[src/rtl/spi_master_32bit.sv]
// spi_master_32bit: 32-bit SPI mode-0 master with an active-low chip select.
// A frame is LEAD, then 32 HIGH/LOW pairs, then LAG, with CS low throughout.
// A GAP phase follows with CS high before the master returns to IDLE.
// Every phase lasts HALF_PERIOD clk cycles.
// Optional feature macro: SPI_MASTER_FRAME_CNT_EN adds a 16-bit frame_cnt
// output that counts completed frames and wraps.
module spi_master_32bit #(
   parameter int unsigned HALF_PERIOD = 8
) (
   input  logic        clk,
   input  logic        rst,
   input  logic        start,
   input  logic [31:0] tx_data,
   output logic [31:0] rx_data,
   output logic        busy,
   output logic        done,
`ifdef SPI_MASTER_FRAME_CNT_EN
   output logic [15:0] frame_cnt,
`endif
   output logic        SPI_CLK,
   output logic        SPI_PICO,
   output logic        SPI_CS,
   input  logic        SPI_POCI
);

   localparam int unsigned DATA_W = 32;
   localparam int unsigned DIV_W  = 16;
   localparam int unsigned BIT_W  = 6;
   localparam logic [DIV_W-1:0] DIV_LOAD = DIV_W'(HALF_PERIOD - 1);
   localparam logic [BIT_W-1:0] LAST_BIT = BIT_W'(DATA_W - 1);
   localparam logic [BIT_W-1:0] NUM_BITS = BIT_W'(DATA_W);

   typedef enum logic [2:0] {
      IDLE,
      LEAD,
      HIGH,
      LOW,
      LAG,
      GAP
   } state_t;

   state_t              state, state_nxt;
   logic [DIV_W-1:0]    div_cnt, div_nxt;
   logic [BIT_W-1:0]    bit_cnt, bit_nxt;
   // bit 31 of the frame goes straight to SPI_PICO, so only 31 bits are held
   logic [DATA_W-2:0]   tx_sr, tx_sr_nxt;
   logic [DATA_W-1:0]   rx_sr, rx_sr_nxt;
   logic [DATA_W-1:0]   rx_data_nxt;
   logic                busy_nxt;
   logic                done_nxt;
   logic                sclk_nxt;
   logic                pico_nxt;
   logic                cs_nxt;
   logic                phase_end;
`ifdef SPI_MASTER_FRAME_CNT_EN
   logic [15:0]         frame_cnt_nxt;
`endif

   assign phase_end = (div_cnt == '0);

   // State, counters, shift registers and all outputs
   always_ff @(posedge clk) begin
      if (rst) begin
         state    <= IDLE;
         div_cnt  <= '0;
         bit_cnt  <= '0;
         tx_sr    <= '0;
         rx_sr    <= '0;
         rx_data  <= '0;
         busy     <= 1'b0;
         done     <= 1'b0;
         SPI_CLK  <= 1'b0;
         SPI_PICO <= 1'b0;
         SPI_CS   <= 1'b1;
`ifdef SPI_MASTER_FRAME_CNT_EN
         frame_cnt <= '0;
`endif
      end else begin
         state    <= state_nxt;
         div_cnt  <= div_nxt;
         bit_cnt  <= bit_nxt;
         tx_sr    <= tx_sr_nxt;
         rx_sr    <= rx_sr_nxt;
         rx_data  <= rx_data_nxt;
         busy     <= busy_nxt;
         done     <= done_nxt;
         SPI_CLK  <= sclk_nxt;
         SPI_PICO <= pico_nxt;
         SPI_CS   <= cs_nxt;
`ifdef SPI_MASTER_FRAME_CNT_EN
         frame_cnt <= frame_cnt_nxt;
`endif
      end
   end

   // Next-state and next-output logic; every phase change reloads the divider
   always_comb begin
      state_nxt   = state;
      div_nxt     = phase_end ? DIV_LOAD : div_cnt - DIV_W'(1);
      bit_nxt     = bit_cnt;
      tx_sr_nxt   = tx_sr;
      rx_sr_nxt   = rx_sr;
      rx_data_nxt = rx_data;
      busy_nxt    = busy;
      done_nxt    = 1'b0;
      sclk_nxt    = SPI_CLK;
      pico_nxt    = SPI_PICO;
      cs_nxt      = SPI_CS;
`ifdef SPI_MASTER_FRAME_CNT_EN
      frame_cnt_nxt = frame_cnt;
`endif

      case (state)
         IDLE: begin
            div_nxt  = DIV_LOAD;
            bit_nxt  = '0;
            cs_nxt   = 1'b1;
            sclk_nxt = 1'b0;
            pico_nxt = 1'b0;
            busy_nxt = 1'b0;
            if (start) begin
               state_nxt = LEAD;
               tx_sr_nxt = tx_data[DATA_W-2:0];
               rx_sr_nxt = '0;
               cs_nxt    = 1'b0;
               pico_nxt  = tx_data[DATA_W-1];
               busy_nxt  = 1'b1;
            end
         end

         LEAD: begin
            if (phase_end) begin
               state_nxt = HIGH;
               sclk_nxt  = 1'b1;
            end
         end

         // POCI is captured on the last cycle of the high phase
         HIGH: begin
            if (phase_end) begin
               state_nxt = LOW;
               sclk_nxt  = 1'b0;
               rx_sr_nxt = {rx_sr[DATA_W-2:0], SPI_POCI};
               bit_nxt   = bit_cnt + BIT_W'(1);
               // after the final bit PICO keeps its value through LAG
               if (bit_cnt != LAST_BIT) begin
                  pico_nxt  = tx_sr[DATA_W-2];
                  tx_sr_nxt = {tx_sr[DATA_W-3:0], 1'b0};
               end
            end
         end

         LOW: begin
            if (phase_end) begin
               if (bit_cnt == NUM_BITS) begin
                  state_nxt = LAG;
               end else begin
                  state_nxt = HIGH;
                  sclk_nxt  = 1'b1;
               end
            end
         end

         LAG: begin
            if (phase_end) begin
               state_nxt   = GAP;
               cs_nxt      = 1'b1;
               pico_nxt    = 1'b0;
               rx_data_nxt = rx_sr;
               done_nxt    = 1'b1;
`ifdef SPI_MASTER_FRAME_CNT_EN
               frame_cnt_nxt = frame_cnt + 16'd1;
`endif
            end
         end

         // busy drops right after the done cycle; start stays ignored here
         GAP: begin
            if (done) begin
               busy_nxt = 1'b0;
            end
            if (phase_end) begin
               state_nxt = IDLE;
            end
         end

         default: begin
            state_nxt = IDLE;
         end
      endcase
   end

endmodule
[config.mk]
export PLATFORM = sky130hd
export DESIGN_NAME = spi_master_32bit
export DESIGN_NICKNAME = d
export VERILOG_FILES = /design/src/rtl/spi_master_32bit.sv
export SDC_FILE = /design/constraint.sdc
export NUM_CORES = 1
export LEC_CHECK = 0
export CAP_MARGIN = 20
export CORE_ASPECT_RATIO = 2
export CORE_UTILIZATION = 34
export CTS_CLUSTER_SIZE = 30
export DETAILED_ROUTE_END_ITERATION = 8
export PLACE_DENSITY = 0.58
export SYNTH_ARGS = -nofsm -noshare
export SYNTH_HDL_FRONTEND = slang
export SYNTH_SLANG_ARGS = --single-unit
[constraint.sdc]
create_clock -name clk -period 2.08 [get_ports clk]
set_clock_uncertainty 0.2 [all_clocks]
set_input_delay 0.416 -clock clk [delete_from_list [all_inputs] [get_ports clk]]
set_output_delay 0.416 -clock clk [all_outputs]
set_load 0.03 [all_outputs]
==> results of run 1 <==
[synth_stat cells (all sizes together)]
cell type	number	share of area
ha	3	0.0075
or4	4	0.0060
a31o	1	0.0018
a2bb2oi	30	0.053
nand3	71	0.071
or3	2	0.0025
o31ai	3	0.0045
dfxtp	125	0.50
xnor2	11	0.019
nor3b	2	0.0040
nor3	9	0.012
mux2i	1	0.0020
clkbuf	31	0.023
and3	1	0.0013
and2	1	0.0013
a31oi	3	0.0038
o32ai	1	0.0018
a21boi	1	0.0015
a21oi	76	0.076
nor4	7	0.0088
o21ai	4	0.0048
o221ai	30	0.053
buf	20	0.023
a22oi	1	0.0015
and4b	1	0.0020
nor2	26	0.020
a211oi	2	0.0030
xor2	2	0.0035
inv	9	0.0068
a32o	2	0.0040
o211ai	3	0.0045
and4	1	0.0018
or3b	1	0.0018
nand2	84	0.064
o22ai	1	0.0013
nand4	3	0.0038
[worst max-delay path: stages, from the launching register on]
cell and delay [ns]:
dfxtp_2 0.32, inv_2 0.06, ha_4 0.13, nor3b_4 0.20, nand4_1 0.16, buf_4 0.20, nor3_4 0.19, buf_6 0.16
buf_12 0.12, nand3_1 0.11, a21oi_2 0.15
[per-layer routing]
layer,track usage,share of wire,vias up
met5,0,0,-
li1,-,-,2266
met4,0.06967,0.017,0
met1,0.1993,0.37,2240
met3,0.04952,0.033,15
met2,0.3389,0.58,112
[worst paths after layout]
kind	from	end	slack [ns]	depth (start not counted)
max reg2reg	div_cnt[0]	rx_sr[16]	0.005	10
max	div_cnt[0]	rx_sr[16]	0.005	10
min	rst	done	0.17	2
min reg2reg	rx_data[0]	rx_data[0]	0.25	2
[power by group through the flow]
stage / Combinational [mW] / Sequential, mW / Clock (mW)
finish: 0.896 / 2.63 / 3.07
global route: 0.964 / 2.65 / 3.25
CTS: 0.830 / 2.62 / 3.12
detailed placement: 0.765 / 2.67 / 0
global placement: 0.753 / 2.67 / 0
floorplan: 0.457 / 2.66 / 0
[through the flow]
stage | TNS (ns) | utilization | instance area (sq um) | setup slack [ns]
2_1_floorplan | 0 | - | 5011 | 0.002670
3_3_place_gp | -0.5882 | 0.4253 | 6103 | -0.02649
3_5_place_dp | -1.896 | 0.4253 | 6103 | -0.08777
4_1_cts | -0.2228 | 0.4789 | 6873 | -0.01522
5_1_grt | -2.490 | 0.5015 | 7197 | -0.1200
6_report | 0 | 0.5015 | 7197 | 0.004574
[final cells by class]
cell class              instances  area, sq um
clock buffers                  17        425.4
clock inverters                15        188.9
fillers                      1347         7154
inverters                       9        33.78
multi-input cells             388         2494
flip-flops and latches        125         2507
well taps                     192        240.2
repair buffers                124         1308
[cell usage in the layout, fill, tap and decap left out, drive strengths merged, types with 4 or more instances in the layout]
cell / instances
inv: 12
nor3: 9
dlymetal6s2s: 10
o221ai: 30
nand3: 71
buf: 51
clkinv: 8
clkbuf: 19
nor4: 7
dfxtp: 125
nand2: 84
or4: 4
o21ai: 4
xnor2: 11
a21oi: 76
clkdlybuf4s50: 58
nor2: 26
a2bb2oi: 30
[cell families (layout without fill, tap and decap cells)]
family,Yosys count,count (layout),share of synthesized area
buf+inv,60,165,0.05337
compound gates,158,158,0.2137
fa+ha+maj,3,3,0.007518
simple gates,213,213,0.1995
xor+xnor,13,13,0.02280
flops,125,125,0.5011
mux,1,1,0.002005
[sequential cells by signal, indices dropped and copies added, names as in the netlist, 3 cells and up]
register,count
rx_data,32
rx_sr,32
state,3
bit_cnt,6
div_cnt,16
tx_sr,31
[what timing repair did]
action,4_1_cts,5_1_grt
resized for setup,16,66
pin swaps,2,27
setup buffers,5,5
endpoints found under the setup margin,52,112
gates cloned,2,5
==> flow_metrics.env, run 1 <==
export IMPL_core_area_sq_mm=0.01435
export IMPL_seq_power_share=0.399
export IMPL_path_clk_slew_ns=0.06
export IMPL_routed_via_density=5.325
export IMPL_grt_use_total=0.1864
export IMPL_drive_gt1_frac=0.2183
export IMPL_cp_end_kind="flop"
export IMPL_wl_mm=13.82
export IMPL_cp_data_arrival_time_ns=2.22
export IMPL_grt_max_degree=47
export IMPL_cts_buffer_depth=2
export IMPL_fin_crit_sh=0.9978
export IMPL_rsz0062_at_grt="true"
export IMPL_slew_violations=0
export IMPL_peakVddDrop_mv=0.6333
export IMPL_switching_share=0.2564
export IMPL_slew_limit_headroom=0.6318
export IMPL_clock_root_buffer="clkbuf_16"
export IMPL_total_leakage_power_nw=2.609
export IMPL_synth_seq_cells=125
export IMPL_cts_buffers=17
export IMPL_p_int_mw=4.902
export IMPL_period_needed_ns=2.075
export IMPL_htree_levels=4
export IMPL_max_freq_ghz=0.4818
export IMPL_yosysSeqAreaShare=0.5011
export IMPL_placed_cells=822
export IMPL_antenna_found_initial=0
export IMPL_pwr_share_comb=0.136
export IMPL_setup_viol=0
export IMPL_vias=4633
export IMPL_fin_hold_ws_ns=0.1680
export IMPL_die_h_microns=173.4
export IMPL_cts_tree="yes"
export IMPL_tightest_slew_ns=0.5523
export IMPL_grt_pass1_wl_mm=22.35
export IMPL_grt_pass1_vias=4643
export IMPL_syn_nets=612
export IMPL_cts_hold_buffers=0
export IMPL_cp_required_ns=2.22
export IMPL_drt_iter0_markers=234
export IMPL_switching_power_mw=1.690
export IMPL_synth_warnings=0
export IMPL_io_pin_count=73
export IMPL_power_total_mw=6.592
export IMPL_synth_area_sq_mm=0.004994
export IMPL_first_pass_iters=4
export IMPL_drc=0
export IMPL_hp_class="input pin to flop"
export IMPL_cp_start_kind="flop"
export IMPL_routabilityCongestion=0.8174
export IMPL_hpwl_mm=8.817
export IMPL_overflow=0
export IMPL_critPathMaxFanout=8
export IMPL_pwr_share_clk=0.465
export IMPL_rows=62
export IMPL_outcome="completed"
export IMPL_synth_lib_cells_used_distinct=43
export IMPL_fin_nets=704
export IMPL_clk_latency_ns=0.41
export IMPL_die_area_sq_mm=0.01521
export IMPL_cts_sinks=125
export IMPL_antenna_left=0
export IMPL_antennaDiodeCount=0
export IMPL_syn_to_final_growth_pct=44.12
export IMPL_maxCapViolCount=0
export IMPL_io_buffer_count=72
export IMPL_synthCells=573
export IMPL_critical_path_class="flop to flop"
export IMPL_finalHoldViolCount=0
export IMPL_die_w_microns=87.70
export IMPL_initial_utilization=0.3480
export IMPL_synth_area_per_cell_sq_um=8.715
export IMPL_wl_per_cell_microns=15.88
export IMPL_power_density_mw_per_mm2=916.0
export IMPL_instances_no_fill=870
(Power assumes the default switching activity.)
==> run 2: changes to the inputs <==
--- a/config.mk
+++ b/config.mk
@@ -7,10 +7,11 @@
 export LEC_CHECK = 0
 export CAP_MARGIN = 20
 export CORE_ASPECT_RATIO = 2
-export CORE_UTILIZATION = 34
+export CORE_UTILIZATION = 30
+export CTS_BUF_LIST = sky130_fd_sc_hd__clkbuf_4
 export CTS_CLUSTER_SIZE = 30
 export DETAILED_ROUTE_END_ITERATION = 8
-export PLACE_DENSITY = 0.58
+export PLACE_DENSITY = 0.53
 export SYNTH_ARGS = -nofsm -noshare
 export SYNTH_HDL_FRONTEND = slang
 export SYNTH_SLANG_ARGS = --single-unit
==> flow_metrics.env, run 2 (same netlist as run 1, synthesis figures left out) <==
export IMPL_pwr_share_clk=0.337
export IMPL_path_cells="inv_2, ha_4, nor3b_4, nand4_1, buf_4, or3_4, clkbuf_16, nand2_1, a21oi_1"
export IMPL_power_density_mw_per_mm2=778.7
export IMPL_crit_reg2reg_launch="div_cnt[0]"
export IMPL_cp_depth=9
export IMPL_placed_cells=833
export IMPL_pwr_share_comb=0.157
export IMPL_drive_gt1_frac=0.1738
export IMPL_antenna_found_initial=1
export IMPL_r2r_end="rx_data[0]"
export IMPL_top_regs="rx_data x32, rx_sr x32, tx_sr x31"
export IMPL_holdPathEnd="bit_cnt[4]"
export IMPL_path_clk_slew_ns=0.12
export IMPL_io_pin_count=73
export IMPL_syn_to_final_growth_pct=33.27
export IMPL_cp_required_ns=2.26
export IMPL_holdPathStages=4
export IMPL_wl_mm=13.57
export IMPL_violations="negative setup slack"
export IMPL_seq_power_share=0.505
export IMPL_instances_no_fill=878
export IMPL_hpwl_mm=8.511
export IMPL_tightest_slew_ns=0.4292
export IMPL_setup_viol=16
export IMPL_wl_per_cell_microns=15.45
export IMPL_max_freq_ghz=0.4773
export IMPL_cts_buffers=17
export IMPL_core_area_sq_mm=0.01627
export IMPL_fin_nets=699
export IMPL_cp_data_arrival_time_ns=2.27
export IMPL_peakVddDrop_mv=0.3938
export IMPL_grt_pass1_vias=4402
export IMPL_grt_use_total=0.1558
export IMPL_first_pass_iters=5
export IMPL_routed_via_density=5.235
export IMPL_die_h_microns=184.5
export IMPL_initial_utilization=0.3070
export IMPL_cp_end_kind="flop"
export IMPL_switching_power_mw=1.496
export IMPL_clk_latency_ns=0.51
export IMPL_hp_class="input pin to flop"
export IMPL_regToRegSetupSlack_ns=-0.02
export IMPL_p_int_mw=3.686
export IMPL_htree_levels=4
export IMPL_maxCapViolCount=0
export IMPL_grt_max_degree=79
export IMPL_path_delay_family="simple AND/OR/NAND/NOR gates"
export IMPL_total_leakage_power_nw=2.419
export IMPL_io_buffer_count=72
export IMPL_vias=4596
export IMPL_antenna_left=0
export IMPL_cp_start_kind="flop"
export IMPL_max_stage_delay_ns=0.38
export IMPL_period_needed_ns=2.095
export IMPL_final_common_cell="dfxtp_1"
export IMPL_final_cell_mix="dfxtp_1, nand2_1, a21oi_1"
export IMPL_critPathMaxFanout=9
export IMPL_cts_tree="yes"
export IMPL_multi_input_area_sq_mm=0.002345
export IMPL_switching_share=0.2887
export IMPL_rsz0062_at_grt="true"
export IMPL_crit_buf_inv=3
export IMPL_critical_path_class="flop to flop"
export IMPL_cts_buffer_depth=2
export IMPL_setup_ws_ns=-0.01505
export IMPL_cp_slowest_cell="or3_4"
export IMPL_cts_hold_buffers=0
export IMPL_slew_violations=0
export IMPL_fillers=1639
export IMPL_reg2regPathDepth=9
export IMPL_rows=66
export IMPL_clock_root_buffer="clkbuf_4"
export IMPL_die_area_sq_mm=0.01720
export IMPL_finalHoldViolCount=0
export IMPL_outcome="finished, violations left"
export IMPL_overflow=0
export IMPL_fin_hold_ws_ns=0.1267
export IMPL_slew_limit_headroom=0.7112
export IMPL_die_w_microns=93.23
export IMPL_drc=0
export IMPL_grt_pass1_wl_mm=21.27
export IMPL_fin_crit_sh=1.007
export IMPL_cts_sinks=125
export IMPL_drt_iter0_markers=216
export IMPL_ff_latch_area_sq_mm=0.002506
export IMPL_worst_hold_startpoint="rst"
export IMPL_routabilityCongestion=0.8297
==> run 2: cell types whose count changed in the layout (fill, tap and decap cells not counted), moves of 10 or more <==
cell	before	now
clkdlybuf4s50_1	58	34
dlygate4sd2_1	3	37
clkbuf_16	19	2
dlymetal6s2s_1	10	0
a2bb2oi_2	13	0
a2bb2oi_1	17	30
a21oi_1	56	70
a21oi_2	20	6
clkbuf_4	0	18
==> run 2: worst max path at each step <==
stage / start / end / slack (ns)
4_1_cts: div_cnt[15] / rx_sr[13] / -0.01
3_3_place_gp: div_cnt[1] / rx_sr[1] / 0.009
6_report: div_cnt[0] / rx_data[0] / -0.02
5_1_grt: div_cnt[0] / rx_sr[21] / -0.11
3_5_place_dp: div_cnt[1] / rx_sr[19] / -0.04
2_1_floorplan: div_cnt[0] / rx_data[23] / 0.003
==> run 2: area by class of cell <==
cell class,count,share of cell area
clock inverter,14,0.02406
inverter,9,0.005076
timing repair buffer,119,0.1829
antenna,1,0.0003760
tap,204,0.03835
sequential,125,0.3766
clock buffer,18,0.02030
multi-input combinational,388,0.3523
==> run 2: per-layer routing <==
metal,GRT usage,routed length [microns],up-vias
met1,0.1719,5353,2220
met5,0,0,-
met4,0.06400,265,0
li1,-,-,2258
met3,0.03507,480,15
met2,0.2821,7465,103
==> run 2: stage by stage <==
stage                 util  setup slack (ns)  cell area (sq um)  setup TNS, ns  total power [mW]
global placement    0.3772          0.009052               6136              0             3.427
detailed placement  0.3772          -0.04146               6136        -0.3833             3.448
finish              0.4091          -0.01505               6655       -0.06093             5.182
global route        0.4091           -0.1101               6655         -7.524             5.463
CTS                 0.3990          -0.01284               6491       -0.06395             5.235
floorplan                -          0.002670               5011              0             3.119
==> run 2: worst min-delay path, stage by stage <==
cell and delay (ns):
buf_2 0.14, inv_2 0.10, nand2_1 0.09, nor2_1 0.05
==> run 2: what timing repair did <==
item	CTS	global route
setup endpoints to repair	85	102
buffers inserted	5	3
cloned	1	3
gates resized for setup	45	23
pin swaps	1	40
==> run 2: power by group through the flow <==
stage                     Clock (mW)  Sequential (mW)  Combinational (mW)
final                           1.75             2.62               0.814
after global routing            1.95             2.64               0.880
after CTS                       1.81             2.62               0.807
after detailed placement           0             2.67               0.780
after global placement             0             2.67               0.761
after floorplan                    0             2.66               0.457
==> run 3: changes to the inputs <==
--- a/config.mk
+++ b/config.mk
@@ -5,13 +5,14 @@
 export SDC_FILE = /design/constraint.sdc
 export NUM_CORES = 1
 export LEC_CHECK = 0
+export ABC_CLOCK_PERIOD_IN_PS = 2150
 export CAP_MARGIN = 20
 export CORE_ASPECT_RATIO = 2
 export CORE_UTILIZATION = 30
 export CTS_BUF_LIST = sky130_fd_sc_hd__clkbuf_4
 export CTS_CLUSTER_SIZE = 30
 export DETAILED_ROUTE_END_ITERATION = 8
-export PLACE_DENSITY = 0.53
+export PLACE_DENSITY = 0.51
 export SYNTH_ARGS = -nofsm -noshare
 export SYNTH_HDL_FRONTEND = slang
 export SYNTH_SLANG_ARGS = --single-unit
==> constraint.sdc (replaced) <==
create_clock -name clk -period 2.15 [get_ports clk]
set_clock_uncertainty 0.2 [all_clocks]
set_input_delay 0.43 -clock clk [delete_from_list [all_inputs] [get_ports clk]]
set_output_delay 0.43 -clock clk [all_outputs]
set_load 0.03 [all_outputs]
==> flow_metrics.env, run 3 (same netlist as run 1, synthesis figures left out) <==
export IMPL_outcome="completed"
export IMPL_cp_data_arrival_time_ns=2.38
export IMPL_placed_cells=836
export IMPL_switching_power_mw=1.440
export IMPL_instances_no_fill=877
export IMPL_clk_latency_ns=0.51
export IMPL_fin_nets=698
export IMPL_pwr_share_clk=0.366
export IMPL_overflow=0
export IMPL_vias=4569
export IMPL_hp_class="input pin to flop"
export IMPL_final_cell_mix="dfxtp_1, nand2_1, a21oi_1"
export IMPL_grt_max_degree=35
export IMPL_wl_mm=13.07
export IMPL_antenna_found_initial=1
export IMPL_fin_crit_sh=0.9880
export IMPL_io_pin_count=73
export IMPL_rsz0062_at_grt="true"
export IMPL_maxCapViolCount=0
export IMPL_grt_pass1_vias=4378
export IMPL_top_regs="rx_data x32, rx_sr x32, tx_sr x31"
export IMPL_grt_use_total=0.1544
export IMPL_cts_buffers=17
export IMPL_switching_share=0.2764
export IMPL_cp_end_kind="flop"
export IMPL_total_leakage_power_nw=2.397
export IMPL_antenna_left=0
export IMPL_htree_levels=4
export IMPL_finalHoldViolCount=0
export IMPL_final_common_cell="dfxtp_1"
export IMPL_critical_path_class="flop to flop"
export IMPL_period_needed_ns=2.124
export IMPL_initial_utilization=0.3070
export IMPL_power_total_mw=5.209
export IMPL_drive_gt1_frac=0.1696
export IMPL_cts_buffer_depth=2
export IMPL_pre_cts_ws_ns=-0.08777
export IMPL_cts_tree="yes"
export IMPL_die_area_sq_mm=0.01720
export IMPL_wl_per_cell_microns=14.90
export IMPL_core_area_sq_mm=0.01627
export IMPL_clock_root_buffer="clkbuf_4"
export IMPL_drc=0
export IMPL_critPathMaxFanout=8
export IMPL_p_int_mw=3.770
export IMPL_seq_power_share=0.487
export IMPL_slew_violations=0
export IMPL_setup_ws_ns=0.02574
export IMPL_cts_sinks=125
export IMPL_io_buffer_count=72
export IMPL_cts_hold_buffers=0
export IMPL_grt_pass1_wl_mm=21.05
export IMPL_rows=66
export IMPL_pwr_share_comb=0.147
export IMPL_peakVddDrop_mv=0.4164
export IMPL_slew_limit_headroom=0.7172
export IMPL_syn_to_final_growth_pct=32.45
export IMPL_setup_viol=0
export IMPL_hpwl_mm=8.765
export IMPL_die_w_microns=93.23
export IMPL_max_freq_ghz=0.4708
export IMPL_drt_iter0_markers=224
export IMPL_cp_required_ns=2.40
export IMPL_regToRegSetupSlack_ns=0.03
export IMPL_tightest_slew_ns=0.4241
export IMPL_power_density_mw_per_mm2=787.7
export IMPL_die_h_microns=184.5
export IMPL_fillers=1662
export IMPL_routed_via_density=5.210
export IMPL_routabilityCongestion=0.8550
export IMPL_first_pass_iters=4
export IMPL_cp_start_kind="flop"
export IMPL_path_clk_slew_ns=0.12
==> run 3: cell count changes in the layout (fill, tap and decap cells not counted), moves of 3 or more <==
cell	before	now
buf_4	30	35
nand2_1	76	82
nand3_1	66	62
nand3_2	5	8
nand2_2	7	2
buf_12	10	6
==> run 3: power by group through the flow <==
stage / sequential (mW) / clock, mW / combinational [mW]
floorplan: 2.57 / 0 / 0.442
CTS: 2.53 / 1.98 / 0.740
finish: 2.54 / 1.91 / 0.767
global route: 2.55 / 2.08 / 0.832
global placement: 2.58 / 0 / 0.732
detailed placement: 2.58 / 0 / 0.740
==> run 3: per-layer routing <==
metal / global-route usage / routed length (microns)
met5: 0 / 0
met4: 0.06277 / 201
met3: 0.04208 / 474
met2: 0.2785 / 7149
met1: 0.1669 / 5241
==> run 3: worst max-delay path, stage by stage (launching register included) <==
cell       delay [ns]
dfxtp_2          0.35
inv_2            0.07
ha_4             0.13
nor3b_4          0.20
nand4_1          0.19
buf_4            0.20
nor3_4           0.20
buf_6            0.16
clkbuf_16        0.16
nand3_2          0.08
a21oi_2          0.13
==> run 3: cell type report <==
cell class | instances | area, sq um | area share
sequential | 125 | 2505 | 0.3787
multi-input combinational | 388 | 2351 | 0.3555
timing repair buffer | 118 | 1126 | 0.1703
tap | 204 | 255.2 | 0.03859
clock inverter | 15 | 212.7 | 0.03216
clock buffer | 17 | 127.6 | 0.01930
inverter | 9 | 33.78 | 0.005108
antenna | 1 | 2.502 | 0.0003784
==> run 3: final timing paths <==
path	start	to	cells past startpoint
worst max register to register	div_cnt[1]	rx_sr[22]	10
worst min register to register	rx_data[0]	rx_data[0]	2
worst max-delay path	div_cnt[1]	rx_sr[22]	10
worst min-delay path	rst	div_cnt[2]	2
==> run 3: through the flow <==
| stage | hold WS (ns) | TNS (ns) | instance area, sq um | util |
|---|---|---|---|---|
| floorplan | 0.2321 | 0 | 5000 | - |
| detailed placement | 0.2457 | -1.732 | 6116 | 0.3759 |
| finish | 0.1022 | 0 | 6614 | 0.4066 |
| global route | 0.06191 | -1.831 | 6614 | 0.4066 |
| CTS | 0.05235 | 0 | 6417 | 0.3945 |
| global placement | 0.2442 | -0.1478 | 6116 | 0.3759 |
==> run 3: what timing repair did <==
item	CTS	global route
buffers inserted	1	5
gates resized for setup	37	31
hold endpoints to repair	0	0
pin swaps	1	22
setup endpoints to repair	69	98
gates cloned	0	2
